--- config.mk ---
export PLATFORM = sky130hd
export DESIGN_NAME = axi4_burst_responder
export DESIGN_NICKNAME = d
export VERILOG_FILES = /design/src/rtl/axi4_burst_responder.sv
export SDC_FILE = /design/constraint.sdc
export NUM_CORES = 2
export LEC_CHECK = 0
export ABC_CLOCK_PERIOD_IN_PS = 3100
export BUFFER_PORTS_ARGS = -buffer_cell sky130_fd_sc_hd__buf_2
export CAP_MARGIN = 15
export CORE_ASPECT_RATIO = 1.75
export CORE_MARGIN = 2
export CORE_UTILIZATION = 32
export DETAILED_ROUTE_END_ITERATION = 10
export PLACE_DENSITY_LB_ADDON = 0.2
export SYNTH_ARGS = -nofsm -noshare
export SYNTH_HDL_FRONTEND = slang
export SYNTH_SLANG_ARGS = --single-unit
--- constraint.sdc ---
create_clock -name ACLK -period 3.1 [get_ports ACLK]
set_clock_uncertainty 0.1 [all_clocks]
set_input_delay 0.465 -clock ACLK [delete_from_list [all_inputs] [get_ports ACLK]]
set_output_delay 0.465 -clock ACLK [all_outputs]
set_load 0.05 [all_outputs]
--- src/rtl/axi4_burst_responder.sv ---
// rtl/axi4_burst_responder.sv - AXI4 slave burst responder backed by a word-addressed memory
// Purpose: services one AXI4 write or read burst at a time (INCR/FIXED/WRAP) against an
//   internal 2^(C_S_AXI_ADDR_WIDTH-2) x 32-bit memory, echoing IDs on B/R.
// Ports:
//   ACLK, ARESET                     clock, asynchronous active-high reset
//   AW* / AWVALID / AWREADY          write address channel
//   WDATA / WSTRB / WLAST / WVALID / WREADY    write data channel
//   BID / BRESP / BVALID / BREADY    write response channel
//   AR* / ARVALID / ARREADY          read address channel
//   RID / RDATA / RRESP / RLAST / RVALID / RREADY  read data channel
module axi4_burst_responder #(
  parameter int C_S_AXI_ID_WIDTH   = 1,
  parameter int C_S_AXI_DATA_WIDTH = 32,
  parameter int C_S_AXI_ADDR_WIDTH = 8
) (
  input  logic                            ACLK,
  input  logic                            ARESET,
  input  logic [C_S_AXI_ID_WIDTH-1:0]     AWID,
  input  logic [C_S_AXI_ADDR_WIDTH-1:0]   AWADDR,
  input  logic [7:0]                      AWLEN,
  input  logic [2:0]                      AWSIZE,
  input  logic [1:0]                      AWBURST,
  input  logic                            AWVALID,
  output logic                            AWREADY,
  input  logic [C_S_AXI_DATA_WIDTH-1:0]   WDATA,
  input  logic [C_S_AXI_DATA_WIDTH/8-1:0] WSTRB,
  input  logic                            WLAST,
  input  logic                            WVALID,
  output logic                            WREADY,
  output logic [C_S_AXI_ID_WIDTH-1:0]     BID,
  output logic [1:0]                      BRESP,
  output logic                            BVALID,
  input  logic                            BREADY,
  input  logic [C_S_AXI_ID_WIDTH-1:0]     ARID,
  input  logic [C_S_AXI_ADDR_WIDTH-1:0]   ARADDR,
  input  logic [7:0]                      ARLEN,
  input  logic [2:0]                      ARSIZE,
  input  logic [1:0]                      ARBURST,
  input  logic                            ARVALID,
  output logic                            ARREADY,
  output logic [C_S_AXI_ID_WIDTH-1:0]     RID,
  output logic [C_S_AXI_DATA_WIDTH-1:0]   RDATA,
  output logic [1:0]                      RRESP,
  output logic                            RLAST,
  output logic                            RVALID,
  input  logic                            RREADY
);

  localparam int IW    = C_S_AXI_ADDR_WIDTH - 2;
  localparam int DEPTH = 1 << IW;
  localparam logic [1:0] RESP_OKAY   = 2'b00;
  localparam logic [1:0] RESP_SLVERR = 2'b10;

  typedef enum logic [1:0] {IDLE, WR_DATA, WR_RESP, RD_DATA} state_t;

  state_t                        state;
  logic                          prio_wr;
  logic [IW-1:0]                 idx;
  logic [8:0]                    cnt;
  logic [7:0]                    b_len;
  logic [1:0]                    b_burst;
  logic                          b_err;
  logic [C_S_AXI_DATA_WIDTH-1:0] mem [DEPTH];

  logic [IW-1:0] aw_idx, ar_idx;
  logic          aw_err, ar_err, mem_we;
  logic          unused_addr_bits;

  // Byte offset within a word is irrelevant for a 32-bit-only slave.
  assign unused_addr_bits = ^{AWADDR[1:0], ARADDR[1:0]};

  function automatic logic burst_err(input logic [2:0] size, input logic [1:0] burst,
                                     input logic [7:0] len);
    return (size != 3'd2) || (burst == 2'b11) ||
           ((burst == 2'b10) && !((len == 8'd1) || (len == 8'd3) ||
                                  (len == 8'd7) || (len == 8'd15)));
  endfunction

  // WRAP: len+1 is a power of two, so len itself is the in-window offset mask.
  function automatic logic [IW-1:0] next_idx(input logic [IW-1:0] cur, input logic [1:0] burst,
                                             input logic [7:0] len);
    logic [IW-1:0] mask;
    mask = IW'(len);
    case (burst)
      2'b00:   return cur;
      2'b10:   return (cur & ~mask) | ((cur + 1'b1) & mask);
      default: return cur + 1'b1;
    endcase
  endfunction

  assign aw_idx  = AWADDR[C_S_AXI_ADDR_WIDTH-1:2];
  assign ar_idx  = ARADDR[C_S_AXI_ADDR_WIDTH-1:2];
  assign aw_err  = burst_err(AWSIZE, AWBURST, AWLEN);
  assign ar_err  = burst_err(ARSIZE, ARBURST, ARLEN);

  // Round-robin arbitration only matters when both address channels request together.
  assign AWREADY = (state == IDLE) && AWVALID && (!ARVALID || prio_wr);
  assign ARREADY = (state == IDLE) && ARVALID && (!AWVALID || !prio_wr);
  assign WREADY  = (state == WR_DATA);

  // Beats beyond len+1 are accepted but dropped.
  assign mem_we  = (state == WR_DATA) && WVALID && !b_err && (cnt <= {1'b0, b_len});

  // Memory has no reset so contents survive ARESET.
  always_ff @(posedge ACLK) begin
    if (mem_we) begin
      for (int i = 0; i < C_S_AXI_DATA_WIDTH/8; i++) begin
        if (WSTRB[i]) mem[idx][8*i +: 8] <= WDATA[8*i +: 8];
      end
    end
  end

  always_ff @(posedge ACLK or posedge ARESET) begin
    if (ARESET) begin
      state   <= IDLE;
      prio_wr <= 1'b1;
      idx     <= '0;
      cnt     <= '0;
      b_len   <= '0;
      b_burst <= '0;
      b_err   <= 1'b0;
      BID     <= '0;
      BRESP   <= RESP_OKAY;
      BVALID  <= 1'b0;
      RID     <= '0;
      RDATA   <= '0;
      RRESP   <= RESP_OKAY;
      RLAST   <= 1'b0;
      RVALID  <= 1'b0;
    end else begin
      case (state)
        IDLE: begin
          if (AWVALID && ARVALID) prio_wr <= !prio_wr;
          if (AWREADY) begin
            BID     <= AWID;
            idx     <= aw_idx;
            b_len   <= AWLEN;
            b_burst <= AWBURST;
            b_err   <= aw_err;
            cnt     <= '0;
            state   <= WR_DATA;
          end else if (ARREADY) begin
            // First beat is fetched here so RVALID rises the cycle after the handshake.
            RID     <= ARID;
            RDATA   <= ar_err ? '0 : mem[ar_idx];
            RRESP   <= ar_err ? RESP_SLVERR : RESP_OKAY;
            RLAST   <= (ARLEN == 8'd0);
            RVALID  <= 1'b1;
            idx     <= next_idx(ar_idx, ARBURST, ARLEN);
            b_len   <= ARLEN;
            b_burst <= ARBURST;
            b_err   <= ar_err;
            cnt     <= '0;
            state   <= RD_DATA;
          end
        end
        WR_DATA: begin
          if (WVALID) begin
            idx <= next_idx(idx, b_burst, b_len);
            cnt <= cnt + 9'd1;
            if (WLAST) begin
              // cnt still holds the index of this final beat, so len+1 beats means cnt == len.
              BRESP  <= (b_err || (cnt != {1'b0, b_len})) ? RESP_SLVERR : RESP_OKAY;
              BVALID <= 1'b1;
              state  <= WR_RESP;
            end
          end
        end
        WR_RESP: begin
          if (BREADY) begin
            BVALID <= 1'b0;
            state  <= IDLE;
          end
        end
        RD_DATA: begin
          if (RREADY) begin
            if (RLAST) begin
              RVALID <= 1'b0;
              RLAST  <= 1'b0;
              state  <= IDLE;
            end else begin
              RDATA <= b_err ? '0 : mem[idx];
              idx   <= next_idx(idx, b_burst, b_len);
              cnt   <= cnt + 9'd1;
              RLAST <= ((cnt + 9'd1) == {1'b0, b_len});
            end
          end
        end
        default: state <= IDLE;
      endcase
    end
  end

endmodule
Yosys cells after proc, flatten, opt, wreduce, memory -nomap -nowiden
Memories as Yosys holds them, arrays and structs flattened.
Cells that the tools add are included.
Storage, ports and cells
  input port bits: 88
  bits in registers: 70
  output and inout bits: 44
  word-level logic and storage cells: 169
  memories: 1
  bits in writable memories: 2048
Cells by class
  bitwise gates (word level): 9
  multiplexer cells: 63
  equal/unequal tests: 29
  reduce and logical (&&, ||, !) cells: 48
  magnitude comparators: 1
  $add $sub $neg: 3
Memories
  mem: words 64, bits a word 32, rd ports 2, clocked after Yosys merged registers in 0, write ports 1, line 63  | logic [C_S_AXI_DATA_WIDTH-1:0] mem [DEPTH];
Operators by type and width (count)
  two-way mux 32 bit: 6
  case mux 32 bit (2 select lines): 1
  two-way mux 9 bit: 5
  two-way mux 6 bit: 5
  case mux 9 bit (3 select lines): 1
  two-way mux 1 bit: 25
  bitwise AND 6 bit: 4
  case mux 6 bit (2 select lines): 2
  two-way mux 2 bit: 11
  case mux 6 bit (3 select lines): 1
  equality test 8 x 1 -> 1 bit, second input constant: 2
  equality test 8 x 2 -> 1 bit, second input constant: 2
  equality test 8 x 3 -> 1 bit, second input constant: 2
  equality test 8 x 4 -> 1 bit, second input constant: 2
  two-way mux 8 bit: 2
  != test 2 bit, second input constant: 8
  AND reduction 5 bit: 3
  equality test 2 bit, second input constant: 7
  logical OR 1 bit: 13
  adder 6 x 1 -> 6 bit, second input constant: 2
  inverter 6 bit: 2
  OR 6 bit: 2
  logical AND 1 bit: 10
  adder 9 x 1 -> 9 bit, second input constant: 1
  other kinds (18): 34

Depth between registers and ports, before layout
  depth in word-level cells: 11
  gate-level depth with buffers: 13
  gate-level depth less buffers: 9

Worst setup path before layout
No wires, ideal clock.
  kind: reg-to-reg
  from: reg state[0]
  to: mem mem[10][0] (enable)
  setup time: 0.383 ns
  required time: 2.617 ns
  arrival time: 2.673 ns
  cell stages (with the launch flop): 7
  clock period less this slack: 3.157 ns
  path slack: -0.057 ns
  path buffers: 3
  cells stage by stage: dfrtp_1 clkbuf_1 nor2b_1 clkbuf_1 nand4_1 clkbuf_1 nor3_1
On the way
  cells in the longest elaborated chain, start to end: 6
Ends and longest elaborated chain
  start: declaration: line 56  | state_t state;
  start signal: assignment: line 115  | state <= IDLE;
  start signal: assignment: line 141  | state <= WR_DATA;
  start signal: assignment: line 154  | state <= RD_DATA;
  equality test 2 x 1 -> 1 bit
  net WREADY: line 29  | output logic WREADY,
  logical AND 1 bit (3 in series): line 102  | assign mem_we = (state == WR_DATA) && WVALID && !b_err && (cnt <= {1'b0, b_len});
  two-way mux 1 bit: line 106  | if (mem_we) begin
  two-way mux 1 bit (implied by the code): line 108  | if (WSTRB[i]) mem[idx][8*i +: 8] <= WDATA[8*i +: 8];
  end: declaration: line 63
The timed path passes the listed nets, and every way through them passes these cells.

Final worst setup path
  from: reg cnt[1]
  to: mem mem[25][18] (enable)
On the way
  cells in the longest elaborated chain, start to end: 4
Ends and longest elaborated chain
  start: declaration: line 59  | logic [8:0] cnt;
  start signal: assignment: line 160  | cnt <= cnt + 9'd1;
  start signal: assignment: line 184  | cnt <= cnt + 9'd1;
  less-or-equal comparator 9 x 8 -> 1 bit: line 102
  logical AND 1 bit: line 102
  two-way mux 1 bit: line 106
  two-way mux 1 bit (implied by the code): line 108
No other way between the ends.

==> results.cfg <==
[status]
status = finished, violations left
violations = negative setup slack

[timing]
finalCriticalPeriod_ns = 3.206
period_share_pct = 103.4
finalSetupViolCount = 208
slew_headroom_pct = 2.976
worst_slew_pin_slew_ns = 1.455
setup_ws_ns = -0.1059
drv_slew = 0
whs_ns = 0.03972
fmax_mhz = 311.9
hold_viol = 0
rsz0062_at_grt = true

[synthesis]
synth_commonest_cells = 2,048 x edfxtp_1, 870 x a22oi_1, 422 x mux4_2
synth-async-reset-ratio_pct = 3.214
synth_area_um2 = 95580
ys_top_cells_by_area = edfxtp_1 64%, mux4_2 9.9%, a22oi_1 6.8%, mux2i_1 2.6%, dfrtp_1 1.8%
seq_area_frac_synth_pct = 66.12
synthFlopType = edfxtp_1
yosysMostFrequentCell = edfxtp_1
synthDistinctLibCells = 74
netlist.area_leader.share_pct = 64.34
ys_ff_latch = 2116
synth_top_cell_by_area = edfxtp_1
ys.warnings.count = 0
synth_edf_count = 2048
synth.avg_cell_area_um2 = 16.01
synth_cells = 5971

[clocking]
h-tree-depth = 4
cts_buffers = 202
clk_pin_slew_ns = 0.08
cts_buffer_depth = 4
cts_tree = built
clk_latency_ns = 0.91
root_buffer = clkbuf_16
cts_sinks = 2116

[critical_path]
crit_required_ns = 3.61
end_kind = flip-flop
r2r-start = cnt[1]$_DFFE_PP0P_
worstSetupPathType = reg2reg
cp-startpoint = cnt[1]$_DFFE_PP0P_
cp_max_fo = 8
cp-start-kind = flip-flop
worst-endpoint-arrival_ns = 3.71

[power_and_ir_drop]
combPwrFrac_pct = 36.8
power.net_switching_mw = 33.39
pwr-share-seq_pct = 35.7
cellPowerDensity_nw_per_um2 = 749.0
power_switching_share_pct = 36.71
pwr-share-clk_pct = 27.5
power.static_leakage_nw = 40.98
internal-power_mw = 57.56
ir_worst_vdd_mv = 0.5328

[min_path]
holdCritPathClass = in2reg
min-delay-start = WDATA[23]

[placement]
gp_congestion = 0.9967
dp_cells = 10500
dpl.hpwl_um = 355300
port_buffers = 125
place_area_um2 = 110100

[drt]
ant_nets = 0
drt_iter0_drc = 10920
dr.pass1.iters = 6
routed_wl_um = 493800
viasPerCell = 6.577
vias = 72720
drc = 0
post_drt_wl_per_cell_um = 44.66

[floorplanning]
placementRows = 265
die_x_um = 417.1
die-area_um2 = 303300
start_util_pct = 32.14
core_um2 = 297400
die_y_um = 727.0
io-pin-count = 132

[cells_and_area]
syn_to_final_growth_pct = 27.04
post-route-util_pct = 40.83
drive_gt1_share_pct = 33.92
finalNetCount = 7121
multi_input_area_um2 = 33000
ff_latch_area_um2 = 63210
fill_cells = 26670
final_cells = 11060
final_area_um2 = 121400

[global_routing]
overflow = 0
grt_pass1_vias = 71600
antenna_found_initial = 24
grt_max_degree = 65
grt_usage_pct = 31.69
grt_pass1_wl_um = 652900

[flow_run]
drv_cap = 0
==> metrics by stage <==
step | TNS (ns) | total power [mW] | worst slack, ns
after floorplan | -105.79 | 44.53 | -0.05682
after global placement | -633.85 | 60.92 | -1.179
after detailed placement | -395.96 | 60.88 | -1.186
after CTS | -193.04 | 86.18 | -0.2869
after global routing | -49.21 | 92.60 | -0.1874
final | -9.718 | 90.95 | -0.1059
==> final timing paths <==
kind                            cells after the start  slack [ns]                     to
worst max-delay path                               16       -0.11  mem[25][18]$_DFFE_PP_
worst min-delay path                                1        0.04   mem[9][23]$_DFFE_PP_
worst max register to register                     16       -0.11  mem[25][18]$_DFFE_PP_
max in group asynchronous                           5        1.49  RDATA[12]$_DFFE_PP0P_
min in group asynchronous                           4        0.53  RDATA[23]$_DFFE_PP0P_
worst min register to register                      1        0.38     RVALID$_DFFE_PP0P_
==> state kept, by name, indices dropped and copies added (netlist names), named ones only <==
| name | flops |
|---|---|
| state | 2 |
| RDATA | 32 |
| prio_wr | 1 |
| b_err | 1 |
| RID | 1 |
| RRESP | 1 |
| RLAST | 1 |
| b_len | 8 |
| BVALID | 1 |
| mem | 2048 |
| BID | 1 |
| BRESP | 1 |
| cnt | 9 |
| RVALID | 1 |
| b_burst | 2 |
| idx | 1 |
==> final cells by class <==
class	count	share of cell area, %
diodes	10	0.02061
clock buffers	237	4.338
clock inverters	121	0.8893
inverters	17	0.06079
multi-input cells	3286	27.17
flip-flops and latches	2116	52.05
well taps	3871	3.989
repair buffers	1399	11.48
==> routing by layer <==
metal	up-vias	GRT usage, %	wire length (um)
li1	27760	-	-
met1	37600	33.38	154700
met2	5523	52.75	235000
met3	1818	6.510	43110
met4	16	29.79	60860
met5	-	0	115
==> worst max-delay path, cell delays in order, from the launching register on <==
cell and delay (ns):
dfrtp_1 0.43, ha_4 0.26, nor2b_4 0.12, o21a_1 0.17, o21ai_2 0.14, a21oi_2 0.08
o21ai_2 0.16, a221oi_4 0.10, buf_12 0.17, buf_16 0.17, buf_16 0.18, buf_6 0.12
buf_6 0.11, buf_12 0.14, buf_4 0.14, nor3_4 0.14, buf_6 0.16
==> timing repair <==
item / in CTS / in global routing
setup endpoints to repair: 1975 / 1976
setup buffers: 8 / 120
endpoints found under the hold margin: 338 / 0
pin swaps: 25 / 160
gates cloned: 0 / 6
hold buffers: 57 / 0
gates resized for setup: 81 / 335
==> power by group through the flow <==
stage / clock, mW / combinational (mW) / sequential (mW)
floorplan: 0 / 11.1 / 33.4
global placement: 0 / 27.8 / 33.1
detailed placement: 0 / 27.8 / 33.1
CTS: 25.2 / 28.5 / 32.5
global route: 26.2 / 33.9 / 32.5
finish: 25.1 / 33.4 / 32.5
==> cell usage in the layout (no fill, tap or decap), types with 23 or more instances in the layout <==
master            n
clkbuf_16       209
nor3_1           44
clkbuf_1         28
a221o_1          33
nand2_1         184
nor4_1           37
a41oi_1         127
buf_4           947
a22o_1          118
buf_12          247
clkinv_1         36
nor3_2           29
mux4_2          422
dfrtp_1          64
nor2_1          112
o21ai_0          53
buf_2            90
a221oi_1        154
a21oi_1          87
dlygate4sd3_1    57
buf_6            37
edfxtp_1       2048
nand4_1          23
mux2i_1         247
a22oi_1         862
o22ai_1          35
nand3_1          39
a31oi_1         102
nor3_4          213
o21ai_1          28
clkinv_2         38
==> logic make-up (layout without fill, tap and decap cells) <==
kind of cell             Yosys count  in the layout  share of synthesized area (%)
flip-flops                      2116           2116                          66.12
AO/OA/AOI/OAI                   1768           1768                          13.99
AND/OR/NAND/NOR                  813            813                          4.156
XOR/XNOR                          17             17                         0.1558
other                              1             12                       0.003923
adder cells (fa/ha/maj)           11             11                         0.1440
multiplexers                     675            675                          12.60
buffers and inverters            570           1774                          2.830
No activity file was read; power rests on OpenSTA's default activity.
